<file path="src/rtl/checkpoint_monitor_pkg.sv">
// Shared types and default constants for the checkpoint monitor.
// Build option CHK_MASK_EN (see checkpoint_monitor.sv) adds per-slot compare masks.
package checkpoint_monitor_pkg;

  typedef enum logic [1:0] {
    ST_IDLE = 2'd0,
    ST_RUN  = 2'd1,
    ST_PASS = 2'd2,
    ST_FAIL = 2'd3
  } state_e;

  localparam int DEF_WIDTH  = 16;
  localparam int DEF_N_CHK  = 8;
  localparam int DEF_TW     = 24;
  localparam int DEF_STABLE = 2;

  localparam logic [DEF_TW-1:0] DEF_ELAPSED_MAX = {DEF_TW{1'b1}};

endpackage

</file>
<file path="src/rtl/checkpoint_monitor_stable_match.sv">
// chk_stable_match: counts consecutive matching samples and emits one hit per STABLE-long run.
// hit_now is the combinational hit event; hit is the same event registered as a one-cycle pulse.
module chk_stable_match #(
  parameter int WIDTH  = 16,
  parameter int STABLE = 2
) (
  input  logic             clk,
  input  logic             rst,
  input  logic             en,
  input  logic [WIDTH-1:0] sample,
  input  logic [WIDTH-1:0] expected,
  input  logic [WIDTH-1:0] mask,
  output logic             hit_now,
  output logic             hit
);

  localparam int CW = (STABLE < 2) ? 1 : $clog2(STABLE + 1);

  logic [CW-1:0] cnt_q, cnt_d;
  logic          hit_q, hit_d;
  logic          match;

  // The counter restarts after every hit so repeated checkpoints need a fresh stable run.
  always_comb begin
    match   = ((sample ^ expected) & mask) == '0;
    cnt_d   = '0;
    hit_now = 1'b0;
    if (en && match) begin
      if (cnt_q == CW'(STABLE - 1)) begin
        hit_now = 1'b1;
      end else begin
        cnt_d = cnt_q + 1'b1;
      end
    end
    hit_d = hit_now;
  end

  always_ff @(posedge clk) begin
    if (rst) begin
      cnt_q <= '0;
      hit_q <= 1'b0;
    end else begin
      cnt_q <= cnt_d;
      hit_q <= hit_d;
    end
  end

  assign hit = hit_q;

endmodule

</file>
<file path="src/rtl/checkpoint_monitor.sv">
// Watches a bus for an ordered list of checkpoint values; flags pass when all are seen, fail on timeout.
// Define CHK_MASK_EN to add cfg_mask and per-slot masked comparison.
module checkpoint_monitor
  import checkpoint_monitor_pkg::*;
#(
  parameter int WIDTH  = DEF_WIDTH,
  parameter int N_CHK  = DEF_N_CHK,
  parameter int IDXW   = $clog2(N_CHK),
  parameter int TW     = DEF_TW,
  parameter int STABLE = DEF_STABLE
) (
  input  logic             wb_clk_i,
  input  logic             wb_rst_i,
  input  logic             cfg_we,
  input  logic [IDXW-1:0]  cfg_addr,
  input  logic [WIDTH-1:0] cfg_data,
`ifdef CHK_MASK_EN
  input  logic [WIDTH-1:0] cfg_mask,
`endif
  input  logic [IDXW:0]    cfg_count,
  input  logic [TW-1:0]    timeout_limit,
  input  logic             start,
  input  logic             abort,
  input  logic [WIDTH-1:0] watch_bus,
  output logic             busy,
  output logic             pass,
  output logic             fail,
  output logic             hit,
  output logic [IDXW-1:0]  chk_idx,
  output logic [TW-1:0]    elapsed
);

  localparam logic [TW-1:0]  ELAPSED_MAX = {TW{1'b1}};
  localparam logic [IDXW:0]  COUNT_MAX   = (IDXW + 1)'(N_CHK);

  state_e            state_q, state_d;
  logic [WIDTH-1:0]  sample_q, sample_d;
  logic [IDXW-1:0]   idx_q, idx_d;
  logic [TW-1:0]     elapsed_q, elapsed_d;
  logic [IDXW:0]     count_q, count_d;
  logic [WIDTH-1:0]  mem_q [N_CHK];
  logic [WIDTH-1:0]  mem_d [N_CHK];
`ifdef CHK_MASK_EN
  logic [WIDTH-1:0]  mask_q [N_CHK];
  logic [WIDTH-1:0]  mask_d [N_CHK];
`endif

  logic [IDXW:0]     eff_count;
  logic [WIDTH-1:0]  cur_mask;
  logic [TW-1:0]     elapsed_inc;
  logic              cfg_ok;
  logic              match_en;
  logic              hit_now;
  logic              final_hit;
  logic              timed_out;

  assign eff_count   = (cfg_count > COUNT_MAX) ? COUNT_MAX : cfg_count;
  assign cfg_ok      = cfg_we && (state_q != ST_RUN);
  assign match_en    = (state_q == ST_RUN) && !abort;
  assign final_hit   = ({1'b0, idx_q} == (count_q - 1'b1));
  assign elapsed_inc = (elapsed_q == ELAPSED_MAX) ? elapsed_q : elapsed_q + 1'b1;
  assign timed_out   = (timeout_limit != '0) && (elapsed_inc >= timeout_limit);

`ifdef CHK_MASK_EN
  assign cur_mask = mask_q[idx_q];
`else
  assign cur_mask = '1;
`endif

  chk_stable_match #(
    .WIDTH  (WIDTH),
    .STABLE (STABLE)
  ) u_match (
    .clk      (wb_clk_i),
    .rst      (wb_rst_i),
    .en       (match_en),
    .sample   (sample_q),
    .expected (mem_q[idx_q]),
    .mask     (cur_mask),
    .hit_now  (hit_now),
    .hit      (hit)
  );

  always_comb begin
    sample_d = watch_bus;
    mem_d    = mem_q;
    if (cfg_ok) begin
      mem_d[cfg_addr] = cfg_data;
    end
`ifdef CHK_MASK_EN
    mask_d = mask_q;
    if (cfg_ok) begin
      mask_d[cfg_addr] = cfg_mask;
    end
`endif
  end

  // A hit beats a same-cycle timeout; a non-final hit leaves the overdue timeout to fire next cycle.
  always_comb begin
    state_d   = state_q;
    idx_d     = idx_q;
    elapsed_d = elapsed_q;
    count_d   = count_q;
    if (abort) begin
      state_d = ST_IDLE;
    end else begin
      case (state_q)
        ST_RUN: begin
          elapsed_d = elapsed_inc;
          if (hit_now) begin
            if (final_hit) begin
              state_d = ST_PASS;
            end else begin
              idx_d = idx_q + 1'b1;
            end
          end else if (timed_out) begin
            state_d = ST_FAIL;
          end
        end
        default: begin
          if (start && (eff_count != '0)) begin
            state_d   = ST_RUN;
            idx_d     = '0;
            elapsed_d = '0;
            count_d   = eff_count;
          end
        end
      endcase
    end
  end

  always_ff @(posedge wb_clk_i) begin
    if (wb_rst_i) begin
      state_q   <= ST_IDLE;
      sample_q  <= '0;
      idx_q     <= '0;
      elapsed_q <= '0;
      count_q   <= '0;
      for (int i = 0; i < N_CHK; i++) begin
        mem_q[i] <= '0;
`ifdef CHK_MASK_EN
        mask_q[i] <= '1;
`endif
      end
    end else begin
      state_q   <= state_d;
      sample_q  <= sample_d;
      idx_q     <= idx_d;
      elapsed_q <= elapsed_d;
      count_q   <= count_d;
      mem_q     <= mem_d;
`ifdef CHK_MASK_EN
      mask_q    <= mask_d;
`endif
    end
  end

  assign busy    = (state_q == ST_RUN);
  assign pass    = (state_q == ST_PASS);
  assign fail    = (state_q == ST_FAIL);
  assign chk_idx = idx_q;
  assign elapsed = elapsed_q;

endmodule
</file>
<file path="config.mk">
export PLATFORM = sky130hd
export DESIGN_NAME = checkpoint_monitor
export DESIGN_NICKNAME = d
export VERILOG_FILES = /design/src/rtl/checkpoint_monitor_pkg.sv /design/src/rtl/checkpoint_monitor_stable_match.sv /design/src/rtl/checkpoint_monitor.sv
export SDC_FILE = /design/constraint.sdc
export NUM_CORES = 1
export LEC_CHECK = 0
export CORE_MARGIN = 5
export CORE_UTILIZATION = 55
export CTS_CLUSTER_DIAMETER = 60
export DETAILED_ROUTE_END_ITERATION = 6
export GPL_TIMING_DRIVEN = 0
export PLACE_DENSITY = 0.86
export SLEW_MARGIN = 20
export SYNTH_ARGS = -nofsm -noshare
export SYNTH_HDL_FRONTEND = slang
export SYNTH_SLANG_ARGS = --single-unit
</file>
<file path="constraint.sdc">
create_clock -name wb_clk_i -period 5.96 [get_ports wb_clk_i]
set_clock_uncertainty 0.1 [all_clocks]
set_input_delay 0.596 -clock wb_clk_i [delete_from_list [all_inputs] [get_ports wb_clk_i]]
set_output_delay 0.596 -clock wb_clk_i [all_outputs]
set_load 0.005 [all_outputs]
</file>
==> results.md, run 1 <==
- Flop2flop setup slack: 1.03 ns
- P_sw: 0.6441 mW
- Io pins: 99
- GRT Overall Usage: 0.2820
- CTS Sinks: 180
- Total grt overflow: 0
- CTS tree: built
- DPL Wire Length: 18990 µm
- R2R cell count: 17
- RR Startpoint: elapsed[2]
- Area grow syn2layout: 18.21%
- DRC errors left: 0
- Largest area contributor in the netlist: dfxtp_1
- Kind of critical path: reg2reg
- CP bufs+invs: 2
- Clock power frac: 0.440
- Via count of the first global-routing pass: 8258
- Top_reg_cell synth: dfxtp_1
- Synth Register Bits: 180
- Cell variety after synth: 53
- Crit start category: register
- Largest net degree at the start of global routing: 17
- RSZ-0062 raised after global routing: false
- Later-pin clock latency in the skew report: 0.44 ns
- Crit path DAT: 5.13 ns
- Least-Margin Pin Slew: 0.9952 ns
- Nets: 1285
- Vias per cell: 5.995
- WP data required: 6.16 ns
- CTS HTree Levels: 4
- Register area share after synthesis: 0.4019
- Fill cells: 1300
- Pre-Repair DR Iteration Count: 6
- EDFF count, synth: 0
- Max-cap violations: 0
- Slowest stage delay, CP: 0.49 ns
- Area taken by multi-input logic gates: 4812 µm²
- Number of hold buffers added after cts: 0
- Ratio of cells with drive above 1 in the final layout: 0.06822
- Final critical-path share of the clock period: 0.8268
- Worst setup path end: state_q[1]
- CP delay by family, top: simple AND/OR/NAND/NOR gates
- Final ANT Viol Nets: 0
- Starting Density: 0.5624
- Net Sw Frac: 0.2497
- Syn nets: 1188
- Core footprint: 15940 µm²
- Clock Pin Slew Worst Setup and Hold Paths: 0.07 ns
- Die Width: 137.7 µm
- Post-synthesis cell count: 1092
- Sequential power share: 0.481
- Async SR Flop Fraction: 0
- Internal cell power: 1.936 mW
- Maximum VDD drop: 0.2890 mV
- Slowest cell on crit path: dfxtp_1
- PwrDens: 243.4 nW/µm²
- Final WL: 26380 µm
- Lkg Pwr: 3.839 nW
- Setup TNS: 0 ns
- RePlAce Congestion: 0.9316
- Via Count: 8501
- Cell depth of the worst setup path: 17
- Clk buf depth: 2
- Post-Syn Area: 8966 µm²
- Post-synth top area share: 0.4019
- Setup violators final: 0
- Worst setup EP type: register
- Drt wl/cell: 18.60 µm
- Pins Over Slew Limit: 0
- Clk root buf: clkbuf_16
- Count of buffers from port buffering: 78
- Post-layout util: 0.6648
- Top-count cell post-synth: nand2_1
- Comb pwr share: 0.079
- Post-CTS setup buffers: 0
- Fmax: 202.9 MHz
- Die Ht: 137.7 µm
- Worst-path maximum fanout: 10
- Row Count: 46
- Antenna violations before repair: 0
- Hold Vio Cnt, Final: 0
- Die ar.: 18960 µm²
- Minimum clock period: 4.928 ns
- Status: completed
- Top post-synthesis cells by area: dfxtp_1 (40%), nand2_1 (12%), a21oi_1 (8.5%)
- Initial DRC count: 851
- CP Launch Point: elapsed[2]
- Sequential cell area: 3603 µm²
- Post-synth top cells: nand2_1 (293), dfxtp_1 (180), a21oi_1 (152)
- Post-CTS Resized: 0
- Cell Chain, Critical Path: nand4_1 -> or3_1 -> clkbuf_1 -> nor3_2 -> buf_2 -> nor2_1 -> and3_1 -> xor2_1 -> ha_1 -> a2111oi_0 -> o21ai_0 -> a31o_2 -> a221oi_1 -> nor4_1 -> o31ai_1 -> and3_4 -> a2111oi_2
- Global-route wire length before repair: 41490 µm
- Slew margin rel.: 0.3314
- ANT cells: 0
- Syn_area_per_cell: 8.211 µm²
- Synthesis warning total: 0
- Reg-to-reg endpoint: state_q[1]
- Hold Path Class: reg2reg
- CTS buffer count: 17
[cells by family (layout without fill, tap and decap cells)]
family,Yosys count,count (layout),synth area share
XOR/XNOR,37,37,0.03614
AND/OR/NAND/NOR,460,460,0.2308
flip-flops,180,180,0.4019
buffers and inverters,116,226,0.06140
AO/OA/AOI/OAI,219,219,0.1372
adder cells (fa/ha/maj),28,28,0.03907
multiplexers,52,52,0.09350
[area by class of cell]
cell class                 instances  area share
buffer                            84     0.04061
clock buffer                      20     0.04120
clock inverter                    12     0.01369
inverter                          32     0.01133
multi-input combinational        796      0.4540
sequential                       180      0.3400
tap                              216     0.02550
timing repair buffer              78     0.07366
[per-stage QoR]
stage	worst slack (ns)	instance area (µm²)	hold WS [ns]	instances	power, mW
after floorplan	2.052	8966	0.2983	1092	1.379
after global placement	1.316	10020	0.3083	1386	1.459
after detailed placement	1.169	10020	0.3154	1386	1.466
after CTS	1.118	10600	0.3240	1418	2.572
after global routing	0.7884	10600	0.3506	1418	2.649
final	1.032	10600	0.3245	1418	2.580
[flip-flops by register name, summed over array words and instances (netlist names)]
register,flops
mem_q,128
sample_q,16
count_q,4
chk_idx,3
elapsed,24
state_q,2
u_match.hit,1
u_match.cnt_q,2
[power groups by stage]
stage,registers (mW),clock network (mW),logic [mW]
2_1_floorplan,1.26,0,0.116
3_3_place_gp,1.27,0,0.193
3_5_place_dp,1.27,0,0.198
4_1_cts,1.24,1.13,0.200
5_1_grt,1.24,1.19,0.221
6_report,1.24,1.13,0.204
[layout by cell type (no fill, tap or decap), types with 8 or more instances in the layout]
cell / n
xnor2_1: 13
inv_1: 31
nand3_1: 16
mux2i_1: 26
xor2_1: 24
o21ai_0: 19
buf_4: 17
nor3_1: 10
and3_1: 9
nor2b_1: 23
nand2b_1: 9
nor4_1: 13
a22oi_1: 26
mux4_2: 12
nand4_1: 11
dfxtp_1: 180
nand2_1: 293
mux4_1: 10
buf_2: 8
ha_1: 28
clkbuf_16: 17
clkbuf_1: 56
clkdlybuf4s50_1: 78
nor2_1: 42
a21oi_1: 152
[worst min-delay path by stage]
| stage | start | end | slack [ns] | cells after the start |
|---|---|---|---|---|
| 2_1_floorplan | u_match.cnt_q[0] | u_match.cnt_q[0] | 0.30 | 1 |
| 5_1_grt | cfg_data[10] | mem_q[122] | 0.35 | 3 |
| 6_report | u_match.cnt_q[0] | u_match.cnt_q[0] | 0.32 | 1 |
| 3_5_place_dp | u_match.cnt_q[0] | u_match.cnt_q[0] | 0.32 | 1 |
| 4_1_cts | u_match.cnt_q[0] | u_match.cnt_q[0] | 0.32 | 1 |
| 3_3_place_gp | u_match.cnt_q[0] | u_match.cnt_q[0] | 0.31 | 1 |
[per-layer routing]
metal	wire [µm]	part of all wire	vias to the layer above	GRT usage
li1	-	-	3936	-
met1	10310	0.39	3964	0.3456
met2	12450	0.47	508	0.4789
met3	2634	0.10	93	0.05844
met4	983	0.037	0	0.1220
met5	0	0	-	0
Note: power is estimated with default switching activity, not from simulation.
==> run 2: changes to the inputs <==
--- a/config.mk
+++ b/config.mk
@@ -6,11 +6,11 @@
 export NUM_CORES = 1
 export LEC_CHECK = 0
 export CORE_MARGIN = 5
-export CORE_UTILIZATION = 55
+export CORE_UTILIZATION = 51
 export CTS_CLUSTER_DIAMETER = 60
 export DETAILED_ROUTE_END_ITERATION = 6
 export GPL_TIMING_DRIVEN = 0
-export PLACE_DENSITY = 0.86
+export PLACE_DENSITY = 0.84
 export SLEW_MARGIN = 20
 export SYNTH_ARGS = -nofsm -noshare
 export SYNTH_HDL_FRONTEND = slang
==> constraint.sdc (replaced) <==
create_clock -name wb_clk_i -period 4.1 [get_ports wb_clk_i]
set_clock_uncertainty 0.1 [all_clocks]
set_input_delay 0.41 -clock wb_clk_i [delete_from_list [all_inputs] [get_ports wb_clk_i]]
set_output_delay 0.41 -clock wb_clk_i [all_outputs]
set_load 0.005 [all_outputs]
==> run 2 against run 1 <==
Worst hold slack lost 0.15 ns. Wire length grew 2.9%. Clock power grew 39%. Non-clock buffer count grew 6. Die area grew 7.3%. Critical endpoint unchanged. Largest power group unchanged.
==> results.md, run 2 (synthesis results as in run 1) <==
- Status: completed (unchanged)
- Area grow syn2layout: 20.86% (was 18.21%)
- Maximum VDD drop: 0.3279 mV (was 0.2890 mV)
- Final critical-path share of the clock period: 0.9741 (was 0.8268)
- ANT cells: 0 (unchanged)
- Setup TNS: 0 ns (unchanged)
- GRT Overall Usage: 0.2621 (was 0.2820)
- Core footprint: 17300 µm² (was 15940 µm²)
- Nets: 1291 (was 1285)
- Worst setup EP type: register (unchanged)
- CTS HTree Levels: 4 (unchanged)
- Hold Path Class: in2reg (was reg2reg)
- Largest register by flop count: mem_q (unchanged)
- Via Count: 8490 (was 8501)
- CTS buffer count: 17 (unchanged)
- Minimum clock period: 3.994 ns (was 4.928 ns)
- Clock Pin Slew Worst Setup and Hold Paths: 0.07 ns (about the same)
- Largest net degree at the start of global routing: 17 (unchanged)
- Crit path DAT: 4.20 ns (was 5.13 ns)
- Clk root buf: clkbuf_16 (unchanged)
- P_sw: 0.9123 mW (was 0.6441 mW)
- Max FFs per register: 128 (unchanged)
- Die Width: 142.6 µm (was 137.7 µm)
- CTS Sinks: 180 (unchanged)
- Internal cell power: 2.759 mW (was 1.936 mW)
- Io pins: 99 (unchanged)
- Global-route wire length before repair: 41930 µm (was 41490 µm)
- Final WL: 27150 µm (was 26380 µm)
- Via count of the first global-routing pass: 8075 (was 8258)
- Worst-path maximum fanout: 8 (was 10)
- Later-pin clock latency in the skew report: 0.44 ns (about the same)
- Ratio of cells with drive above 1 in the final layout: 0.1010 (was 0.06822)
- Die ar.: 20330 µm² (was 18960 µm²)
- DPL Wire Length: 18850 µm (was 18990 µm)
- Net Sw Frac: 0.2485 (was 0.2497)
- Commonest cells after routing, fill and taps aside: nand2_1 (293), dfxtp_1 (166), a21oi_1 (152) (was nand2_1 (293), dfxtp_1 (180), a21oi_1 (152))
- Clk buf depth: 2 (unchanged)
- Commonest non-fill, non-tap cell in the layout: nand2_1 (unchanged)
- Total grt overflow: 0 (unchanged)
- RePlAce Congestion: 0.9376 (was 0.9316)
- CTS tree: built (unchanged)
- Max-cap violations: 0 (unchanged)
- Hold Vio Cnt, Final: 0 (unchanged)
- DRC errors left: 0 (unchanged)
- Lkg Pwr: 3.908 nW (was 3.839 nW)
- Fill cells: 1418 (was 1300)
- Die Ht: 142.6 µm (was 137.7 µm)
- Least-Margin Pin Slew: 0.9437 ns (was 0.9952 ns)
- Antenna violations before repair: 0 (unchanged)
- Pre-Repair DR Iteration Count: 7 (was 6)
- PwrDens: 338.8 nW/µm² (was 243.4 nW/µm²)
- Count of buffers from port buffering: 78 (unchanged)
- Starting Density: 0.5184 (was 0.5624)
- Comb pwr share: 0.082 (was 0.079)
- Final ANT Viol Nets: 0 (unchanged)
- Pins Over Slew Limit: 0 (unchanged)
- Clock power frac: 0.427 (was 0.440)
- Fmax: 250.4 MHz (was 202.9 MHz)
- WP data required: 4.31 ns (was 6.16 ns)
- Kind of critical path: reg2reg (unchanged)
- Hold slack: 0.1769 ns (was 0.3245 ns)
- Row Count: 48 (was 46)
- Slew margin rel.: 0.3661 (was 0.3314)
- Drt wl/cell: 18.95 µm (was 18.60 µm)
- Sequential power share: 0.491 (was 0.481)
- Vias per cell: 5.925 (was 5.995)
- Initial DRC count: 839 (was 851)
- Setup violators final: 0 (unchanged)
- Crit start category: register (unchanged)
## run 2: power groups by stage
| stage | sequential [mW] | combinational, mW | clock, mW |
|---|---|---|---|
| floorplan | 1.84 | 0.169 | 0 |
| global placement | 1.84 | 0.280 | 0 |
| detailed placement | 1.84 | 0.288 | 0 |
| CTS | 1.80 | 0.291 | 1.56 |
| global route | 1.80 | 0.327 | 1.64 |
| finish | 1.80 | 0.302 | 1.57 |
## run 2: cell type report
cell class	instances	area (µm²)	area share
Timing Repair Buffer	86	844.6	0.07794
Clock inverter	10	100.1	0.009237
Sequential cell	180	3628	0.3348
Buffer	82	429.2	0.03960
Clock buffer	22	454.2	0.04191
Inverter	32	120.1	0.01108
Multi-Input combinational cell	796	4979	0.4594
Tap cell	225	281.5	0.02598
## run 2: final timing paths
check	startpoint	endpoint	slack, ns	depth (start not counted)
worst max-delay path	elapsed[2]	state_q[1]	0.11	16
worst max register to register	elapsed[2]	state_q[1]	0.11	16
worst min register to register	u_match.cnt_q[0]	u_match.cnt_q[0]	0.32	1
worst min-delay path	cfg_data[6]	mem_q[118]	0.18	3
## run 2: per-stage QoR
step           setup WS [ns]  power [mW]    util  cells  instance area [µm²]
6_report              0.1060       3.672  0.6265   1433                10840
5_1_grt              -0.1025       3.773  0.6265   1433                10840
4_1_cts             0.003547       3.655  0.6170   1428                10670
3_5_place_dp         -0.6582       2.130  0.5798   1395                10030
3_3_place_gp         -0.5890       2.122  0.5798   1395                10030
2_1_floorplan         0.1925       2.005       -   1092                 8966
## run 2: metal layers
metal / global-route usage / wire length (µm) / vias up
met5: 0 / 0 / -
met4: 0.1061 / 911 / 0
li1: - / - / 3933
met2: 0.4347 / 13030 / 478
met3: 0.04671 / 2817 / 78
met1: 0.3390 / 10390 / 4001
## run 2: worst max-delay path, cell delays in order (launching register included)
cell       delay [ns]
dfxtp_4          0.41
nand4_1          0.17
or3_4            0.48
nor3_4           0.24
buf_6            0.16
nor2_1           0.07
and3_1           0.19
xor2_1           0.16
ha_1             0.23
a2111oi_2        0.30
o21ai_0          0.15
a31o_2           0.29
a221oi_4         0.25
nor4_2           0.09
o31ai_2          0.28
and3_4           0.23
a2111oi_2        0.04
## run 2: what timing repair did
action,in CTS,in global routing
buffers inserted,3,5
hold buffers,0,0
gates resized for setup,23,27
hold endpoints to repair,0,0
endpoints found under the setup margin,1,1
pin swaps,5,6
